$ cat src/rtl/pc_stack_unit.sv
// pc_stack_unit: 12-bit program counter with a DEPTH-entry hardware return
// stack for CALL/RET. One op per cycle while pc_en is high, with one cycle of
// latency. A CALL on a full stack or a RET on an empty stack does not change
// the PC or the stack. Each of these cases sets a sticky error flag instead.
//
// Ports:
//   clk, rst          clock; asynchronous active-high reset
//   pc_en             execute op this cycle (state holds when low)
//   op                00 NEXT, 01 JUMP, 10 CALL, 11 RET
//   jmp_addr          target for JUMP / CALL
//   err_clr           clears overflow/underflow (a same-edge set wins)
//   pc, pc_inc        current PC (registered) and pc+1 (combinational)
//   ret_addr          top-of-stack entry, 0 when empty
//   sp, full, empty   occupancy and its decodes
//   overflow          sticky flag: CALL issued while the stack was full
//   underflow         sticky flag: RET issued while the stack was empty
module pc_stack_unit #(
  parameter logic [11:0] RESET_PC = 12'h000,
  parameter int          DEPTH    = 8
) (
  input  logic        clk,
  input  logic        rst,
  input  logic        pc_en,
  input  logic [1:0]  op,
  input  logic [11:0] jmp_addr,
  input  logic        err_clr,
  output logic [11:0] pc,
  output logic [11:0] pc_inc,
  output logic [11:0] ret_addr,
  output logic [4:0]  sp,
  output logic        full,
  output logic        empty,
  output logic        overflow,
  output logic        underflow
);

  localparam int          AW       = (DEPTH > 1) ? $clog2(DEPTH) : 1;
  localparam logic [4:0]  DEPTH_SP = 5'(DEPTH);

  typedef enum logic [1:0] {
    OP_NEXT = 2'b00,
    OP_JUMP = 2'b01,
    OP_CALL = 2'b10,
    OP_RET  = 2'b11
  } op_e;

  op_e opc;
  assign opc = op_e'(op);

  // Storage is plain registers with no reset; sp alone decides what is valid.
  logic [DEPTH-1:0][11:0] stk;
  logic [4:0]             sp_m1;

  logic do_call, do_ret, set_ovf, set_unf;

  assign pc_inc = pc + 12'd1;
  assign full   = (sp == DEPTH_SP);
  assign empty  = (sp == 5'd0);
  assign sp_m1  = sp - 5'd1;

  // Any index is a valid read when the stack is empty, but the result is masked to 0.
  assign ret_addr = empty ? 12'h000 : stk[sp_m1[AW-1:0]];

  assign do_call = pc_en && (opc == OP_CALL) && !full;
  assign do_ret  = pc_en && (opc == OP_RET)  && !empty;
  assign set_ovf = pc_en && (opc == OP_CALL) &&  full;
  assign set_unf = pc_en && (opc == OP_RET)  &&  empty;

  always_ff @(posedge clk or posedge rst) begin
    if (rst) begin
      pc <= RESET_PC;
      sp <= 5'd0;
    end else if (pc_en) begin
      unique case (opc)
        OP_NEXT: pc <= pc_inc;
        OP_JUMP: pc <= jmp_addr;
        OP_CALL: if (!full) begin
                   pc <= jmp_addr;
                   sp <= sp + 5'd1;
                 end
        OP_RET:  if (!empty) begin
                   pc <= ret_addr;
                   sp <= sp_m1;
                 end
        default: ;
      endcase
    end
  end

  // sp < DEPTH whenever a CALL is accepted, so the low bits address the slot exactly.
  always_ff @(posedge clk) begin
    if (do_call) stk[sp[AW-1:0]] <= pc_inc;
  end

  // Sticky flags: a set on the same edge takes priority over err_clr.
  always_ff @(posedge clk or posedge rst) begin
    if (rst) begin
      overflow  <= 1'b0;
      underflow <= 1'b0;
    end else begin
      overflow  <= set_ovf | (overflow  & ~err_clr);
      underflow <= set_unf | (underflow & ~err_clr);
    end
  end

  logic unused_ok;
  assign unused_ok = do_ret;

endmodule

$ cat config.mk
export PLATFORM = sky130hd
export DESIGN_NAME = pc_stack_unit
export DESIGN_NICKNAME = d
export VERILOG_FILES = /design/src/rtl/pc_stack_unit.sv
export SDC_FILE = /design/constraint.sdc
export NUM_CORES = 1
export LEC_CHECK = 0
export CAP_MARGIN = 20
export CELL_PAD_IN_SITES_DETAIL_PLACEMENT = 1
export CELL_PAD_IN_SITES_GLOBAL_PLACEMENT = 2
export CORE_MARGIN = 5
export CORE_UTILIZATION = 30
export DETAILED_ROUTE_END_ITERATION = 7
export PLACE_DENSITY = 0.72
export SYNTH_ARGS = -nofsm -noshare
export SYNTH_HDL_FRONTEND = slang
export SYNTH_SLANG_ARGS = --single-unit
$ cat constraint.sdc
create_clock -name clk -period 3.21 [get_ports clk]
set_input_delay 0.963 -clock clk [delete_from_list [all_inputs] [get_ports clk]]
set_output_delay 0.963 -clock clk [all_outputs]
set_load 0.03 [all_outputs]
Yosys cells after proc, flatten, opt, wreduce, memory -nomap -nowiden
Cells that the tools add are included.

cells by class
  order comparisons = 3
  equal/unequal tests = 6
  bitwise operators = 5
  reduce and logical (&&, ||, !) cells = 12
  mux-type cells = 12
  add/sub/neg operators = 3

operator list
  kind                   count
  $bwmux 96              1
  $mux 12                5
  $pmux 12 s4            1
  $bmux 12 s3            1
  $demux 12 s3           1
  $add 12x1->12 const B  1
  $mux 5                 2
  $pmux 5 s2             1
  $lt 3x4->1 const B     2
  $logic_and 1x1->1      6
  $add 5x1->5 const B    1
  $eq 5x4->1 const B     1
  $logic_not 5->1        1
  $sub 5x1->5 const B    1
  $eq 2x2->1 const B     2
  $ne 2x2->1 const B     2
  $reduce_and 4->1       1
  $ge 3x1->1 const B     1
  $reduce_and 3->1       1
  $and 1x1->1            2
  $eq 2x1->1 const B     1
  $logic_not 2->1        1
  $or 1x1->1             2
  $reduce_bool 2->1      1
  2 further kinds        2

storage, ports and cells
  input port bits = 18
  logic and storage cells = 53
  output and inout bits = 45
  register bits after elaboration = 115

Depth between registers and ports, before layout
Gate-level depths: netlist (run 1).

  depth after elaboration = 6
  mapped depth = 11
  mapped depth without buffers = 7

Worst setup path after synthesis (run 1)
Ideal clock, no wire load.

  path kind = register to output
  start = register sp[0]
  end = output ret_addr[9]
  path slack = -632 ps
  data arrival time = 2,879 ps
  data required time = 2,247 ps
  buffers on the path = 3
  cell stages (with the launch flop) = 10
  cells stage by stage = dfrtp_1 -> buf_2 -> buf_1 -> inv_2 -> ha_1 -> xor2_2 -> buf_6 -> mux4_2 -> mux2i_1 -> nor2_1

between the ends
  word-level cells in the longest chain between the ends = 4

ends and longest elaborated chain
  item                           line  RTL
  start, declared                30    output logic [4:0] sp,
  start signal, assigned         79    sp <= sp + 5'd1;
  start signal, assigned         83    sp <= sp_m1;
  $sub 5x1->5                    59    assign sp_m1 = sp - 5'd1;
  named net sp_m1[0]             52    logic [4:0] sp_m1;
  $bmux 12 s3                    62    assign ret_addr = empty ? 12'h000 : stk[sp_m1[AW-1:0]];
  $mux 12 (not written as such)  62
  $mux 12                        62
  end, declared                  29    output logic [11:0] ret_addr,

The timed path passes the listed nets, and every way through them passes these cells. The select of a mux whose other input is x is not followed.

Worst setup path after layout (run 1)
  start = register sp[0]
  end = output ret_addr[11]

The elaborated chain is that of the path after synthesis.

==> results of run 1 <==
-- repair_timing --
| item | 4_1_cts | 5_1_grt |
|---|---|---|
| gates cloned | 0 | 2 |
| gates resized for setup | 70 | 9 |
| setup endpoints to repair | 16 | 14 |
| endpoints found under the hold margin | 0 | 0 |
| pin swaps | 3 | 3 |
| buffers inserted | 12 | 11 |
-- registers in the layout (all words and copies together), names as in the netlist --
signal     count
stk           96
underflow      1
pc            12
sp             5
overflow       1
-- synth_stat cells (6+ instances only) --
cell type	number	area, µm²
a21oi_1	17	85.1
clkbuf_1	7	26.3
dfrtp_1	19	475
edfxtp_1	96	2880
ha_1	6	75.1
inv_1	10	37.5
mux2i_1	9	90.1
mux4_2	20	450
nand2_1	24	90.1
nor2_1	27	101
nor3_1	6	30.0
o21ai_0	7	35.0
xnor2_1	10	87.6
-- through the flow --
stage	cells	instance area, µm²	setup slack (ps)
2_1_floorplan	340	5270	-2.87
3_3_place_gp	652	6470	-219
3_5_place_dp	652	6470	-324
4_1_cts	695	7290	-186
5_1_grt	708	7470	-199
6_report	708	7470	-129
-- worst reg2reg max path: cells and delay by family, from the launching register on --
family,cells,cell delay (ps)
muxes,1,520
xor gates and xnor gates,1,210
adders and majority gates,1,170
and+or+nand+nor,2,300
DFF,1,440
AOI/OAI and AO/OA,1,280
buffers and inverters,5,590
-- cell families (layout without fill, tap and decap cells) --
logic type | Yosys count | count (layout) | synth area share
compound gates | 54 | 54 | 0.0748
xor+xnor | 16 | 16 | 0.0286
fa+ha+maj | 6 | 6 | 0.0145
buf+inv | 29 | 172 | 0.0254
flops | 115 | 115 | 0.649
mux | 33 | 33 | 0.125
simple gates | 87 | 87 | 0.0825
-- layer usage --
metal,part of all wire,up-vias
met3,0.059,19
met5,0,-
met2,0.50,103
met1,0.43,1796
met4,0.015,0
li1,-,1590
-- worst paths after layout --
| check | endpoint | slack (ps) | cells after the start |
|---|---|---|---|
| setup / recovery | ret_addr[11] | -130 | 9 |
| setup reg to reg | pc[11]$_DFFE_PP0P_ | 580 | 11 |
| hold / removal | overflow$_DFF_PP0_ | 490 | 1 |
| max in group asynchronous | pc[6]$_DFFE_PP0P_ | 2090 | 3 |
| hold reg to reg | overflow$_DFF_PP0_ | 490 | 1 |
| min in group asynchronous | pc[11]$_DFFE_PP0P_ | 870 | 3 |
-- power breakdown --
part | leakage [nW] | total, mW | internal [mW] | switching, mW
Combinational | 1.35 | 5.42 | 2.66 | 2.76
Clock | 0.256 | 1.70 | 0.986 | 0.709
Sequential | 1.09 | 2.14 | 1.96 | 0.174
Total | 2.70 | 9.26 | 5.61 | 3.65
-- area by class of cell --
| cell class | count | share of cell area |
|---|---|---|
| clock inverters | 14 | 0.0139 |
| well taps | 225 | 0.0377 |
| flip-flops and latches | 115 | 0.450 |
| repair buffers | 130 | 0.178 |
| clock buffers | 17 | 0.0570 |
| multi-input cells | 196 | 0.257 |
| inverters | 11 | 0.00653 |
==> run metrics, run 1 <==
outcome complete, but fails checks; failing checks negative setup slack; Hold Slack 493 ps; commonest non-fill, non-tap cell in the layout edfxtp_1; site row count 48; dominant synthesized flop cell edfxtp_1; Hold Crit Start overflow$_DFF_PP0_; H-Tree Depth 4; detailed-route via count 3508; All-Layer GR Usage 0.157; Ant. Diodes 0; area used by multi-input combinational logic 0.00192 mm²; initial antenna violation count 0; Avg Vias per Cell 4.95; Critical Path, Cell by Cell inv_8 -> ha_4 -> xor2_4 -> buf_6 -> buf_12 -> mux4_2 -> nand2_2 -> a21oi_4 -> buf_6; CTS tree built; IO Port Bufs 62; Final Core Density 0.436; GRT overflow 0; post-layout min period 3340 ps; Seq cells post-synth 115; register area 0.00336 mm²; syn_nets 364; worst hold path class register to register; Avg Inst Size Synth 15.2 µm²; slowest CP cell mux4_2; CTS Hold Bufs 0; Slowest Stage Delay on Critical Path 520 ps; vias in the first global route 3763; CP Data Required Time 2250 ps; Pwr Total 9.26 mW; synthesized area 0.00517 mm²; layout cells sized above 1 0.393; sequential area share after synthesis 0.649; largest net degree at the start of global routing 26; Slew @ Worst Pin 812 ps; # fillers 1724; slew margin rel. 0.458; drt drc 0; Std-Cell Core Area 0.0171 mm²; IO Pins 63; first drt pass iteration count 6; final WL 15300 µm; Clk Latency, worst-skew pair 420 ps; Worst EP arrival 2380 ps; most frequent cells in the layout edfxtp_1, buf_4, clkdlybuf4s50_1; clk slew on worst S/H paths 50 ps; Power Dens Cells 1240 mW/mm²; number of synthesized flops with an enable pin 96; delay-heaviest family, CP multiplexers; Crit Path Category register to output pin; Routed Antenna Nets 0; GR Util met3 0.0394; nets 495; Starting DRT DRC Count 249; CP Launch Type register; Final Cycle Share 1.04; per-cell routed wire length 21.6 µm; Leakage Power 2.70 nW; final-report hold violation count 0; die area 0.0200 mm²; GP Congestion 0.775; worst setup path start sp[0]$_DFFE_PP0P_; CTS Sinks 115; Synth Warn # 0; die width 141 µm; busiest grt layer met2; first-pass GRT wire length 23200 µm; CP Buf/Inv Count 4; Slew Viols, Final 0; worst reg2reg path startpoint sp[0]$_DFFE_PP0P_; RSZ-0062 raised after global routing true; Crit Path Max Fanout 4; die height 141 µm; Most common cell on crit path buf_6; post-synth cell types 54; grt met2 use 0.259; clock root buffer clkbuf_16; max-cap check violation count 0; clock skew 8.37 ps; VDD IR max 0.515 mV; setup ws final -129 ps; CP Capture Type output pin; CTS Buf Count 17; async set-reset flop share out of synthesis 0.165; grt met1 use 0.204; TNS Setup -412 ps; Clock Tree Buf Depth 2; initial core utilization 0.302; fmax 0.299 GHz; final HPWL from detailed placement 10100 µm; Final setup viols 5; Mapped Cells 340; Layout area overhead 44.4%
Power figures use the tool's default switching activity.
==> inputs of run 2 (changes only) <==
- ABC_CLOCK_PERIOD_IN_PS: unset -> 3210
==> results of run 2 <==
Same layout as run 1: the final DEF is identical, and so are final timing and power.
==> inputs of run 3 (changes only) <==
- ABC_CLOCK_PERIOD_IN_PS: 3210 -> 4080
- CAP_MARGIN: 20 -> unset
- PLACE_DENSITY: 0.72 -> 0.7
- clock period: 3.21 -> 4.08 ns (I/O delays scaled with it)
==> run metrics, run 3 (synthesis gave the netlist of run 1 again) <==
Critical Path, Cell by Cell inv_1 -> ha_2 -> xor2_4 -> buf_6 -> mux4_2 -> a21oi_1 -> nor2_1 -> dlygate4sd2_1; Clock Tree Buf Depth 2; die area 0.0200 mm²; detailed-route via count 3383; clock skew 24.5 ps; VDD IR max 0.358 mV; Crit Path Max Fanout 6; Layout area overhead 33.7%; CP Capture Type output pin; Starting DRT DRC Count 223; site row count 48; drt drc 0; die width 141 µm; Slowest Stage Delay on Critical Path 520 ps; Slew @ Worst Pin 852 ps; slowest CP cell mux4_2; R2R depth 8; clock root buffer clkbuf_16; Routed Antenna Nets 0; CTS Buf Count 17; fmax 0.252 GHz; die height 141 µm; clk slew on worst S/H paths 60 ps; max-cap check violation count 0; Clk Latency, worst-skew pair 420 ps; Hold Slack 492 ps; Final setup viols 0; setup ws final 114 ps; Ant. Diodes 0; worst hold path class register to register; pre-CTS setup slack 222 ps; GP Congestion 0.778; CP Buf/Inv Count 3; Power Dens Cells 919 mW/mm²; initial core utilization 0.302; max reg flops 96; IO Port Bufs 62; Pwr Total 6.36 mW; post-layout min period 3970 ps; final WL 14900 µm; Final Core Density 0.404; commonest non-fill, non-tap cell in the layout edfxtp_1; final-report hold violation count 0; Slew Viols, Final 0; CP Launch Type register; layout cells sized above 1 0.244; setup bufs post-CTS 0; RSZ-0062 raised after global routing false; GRT overflow 0; All-Layer GR Usage 0.154; Std-Cell Core Area 0.0171 mm²; Leakage Power 2.48 nW; nets 462; Final Cycle Share 0.972; slew margin rel. 0.431; Worst EP arrival 2740 ps; first-pass GRT wire length 22900 µm; TNS Setup 0 ps; per-cell routed wire length 22.0 µm; critical path depth 8; most frequent cells in the layout edfxtp_1, clkdlybuf4s50_1, buf_4; Crit Path Category register to output pin; vias in the first global route 3624; WHS Path Cells 1; first drt pass iteration count 5; CP Data Required Time 2860 ps; CTS tree built; largest net degree at the start of global routing 26; outcome finished, final reports clean; delay-heaviest family, CP buffers and inverters; Avg Vias per Cell 5.00; CTS Sinks 115; IO Pins 63; initial antenna violation count 0; H-Tree Depth 4; final HPWL from detailed placement 10100 µm
## run 3: changes by cell type in the layout (fill, tap and decap cells not counted), moves of 4 or more
cell             change
buf_12              -10
buf_6                -9
nor2_2               -5
mux2i_4              -7
mux2i_1              +7
nor2_1               +7
clkinv_2             -4
a21oi_1              +4
buf_4               -26
clkdlybuf4s50_1     +15
## run 3: per-stage QoR
step	instance area [µm²]	std cells
final	6910	676
after global routing	6910	676
after CTS	6890	676
after detailed placement	6280	644
after global placement	6280	644
after floorplan	5170	340
## run 3: layout make-up
| cell class | count | area (µm²) |
|---|---|---|
| Fill cell | 1770 | 10200 |
| Sequential cell | 115 | 3360 |
| Multi-Input combinational cell | 196 | 1730 |
| Timing Repair Buffer | 97 | 903 |
| Clock buffer | 17 | 425 |
| Tap cell | 225 | 282 |
| Clock inverter | 15 | 170 |
| Inverter | 11 | 41.3 |
## run 3: power breakdown
| group | switching (mW) | total [mW] | leakage [nW] | internal, mW |
|---|---|---|---|---|
| clock network | 0.575 | 1.49 | 0.282 | 0.914 |
| registers | 0.114 | 1.66 | 1.09 | 1.54 |
| logic | 1.87 | 3.21 | 1.10 | 1.34 |
## run 3: metal layers
metal | vias to the layer above | share of wire | GRT usage
met5 | - | 0 | 0
met3 | 12 | 0.041 | 0.0276
met2 | 89 | 0.49 | 0.253
met4 | 0 | 0.014 | 0.0561
met1 | 1752 | 0.45 | 0.205
li1 | 1530 | - | -
## run 3: timing repair
| item | 4_1_cts | 5_1_grt |
|---|---|---|
| gates resized for setup | 4 | 6 |
| hold buffers | 0 | 0 |
| endpoints found under the setup margin | 2 | 9 |
| endpoints found under the hold margin | 0 | 0 |
## run 3: path summary, 6_finish.rpt
check                      slack [ps]                from                  to
max                               110   sp[1]$_DFFE_PP0P_         ret_addr[8]
min                               490  overflow$_DFF_PP0_  overflow$_DFF_PP0_
max reg2reg                      1570   sp[1]$_DFFE_PP0P_  pc[10]$_DFFE_PP0P_
min reg2reg                       490  overflow$_DFF_PP0_  overflow$_DFF_PP0_
max in group asynchronous        2250                 rst   sp[1]$_DFFE_PP0P_
min in group asynchronous        1290                 rst   pc[1]$_DFFE_PP0P_
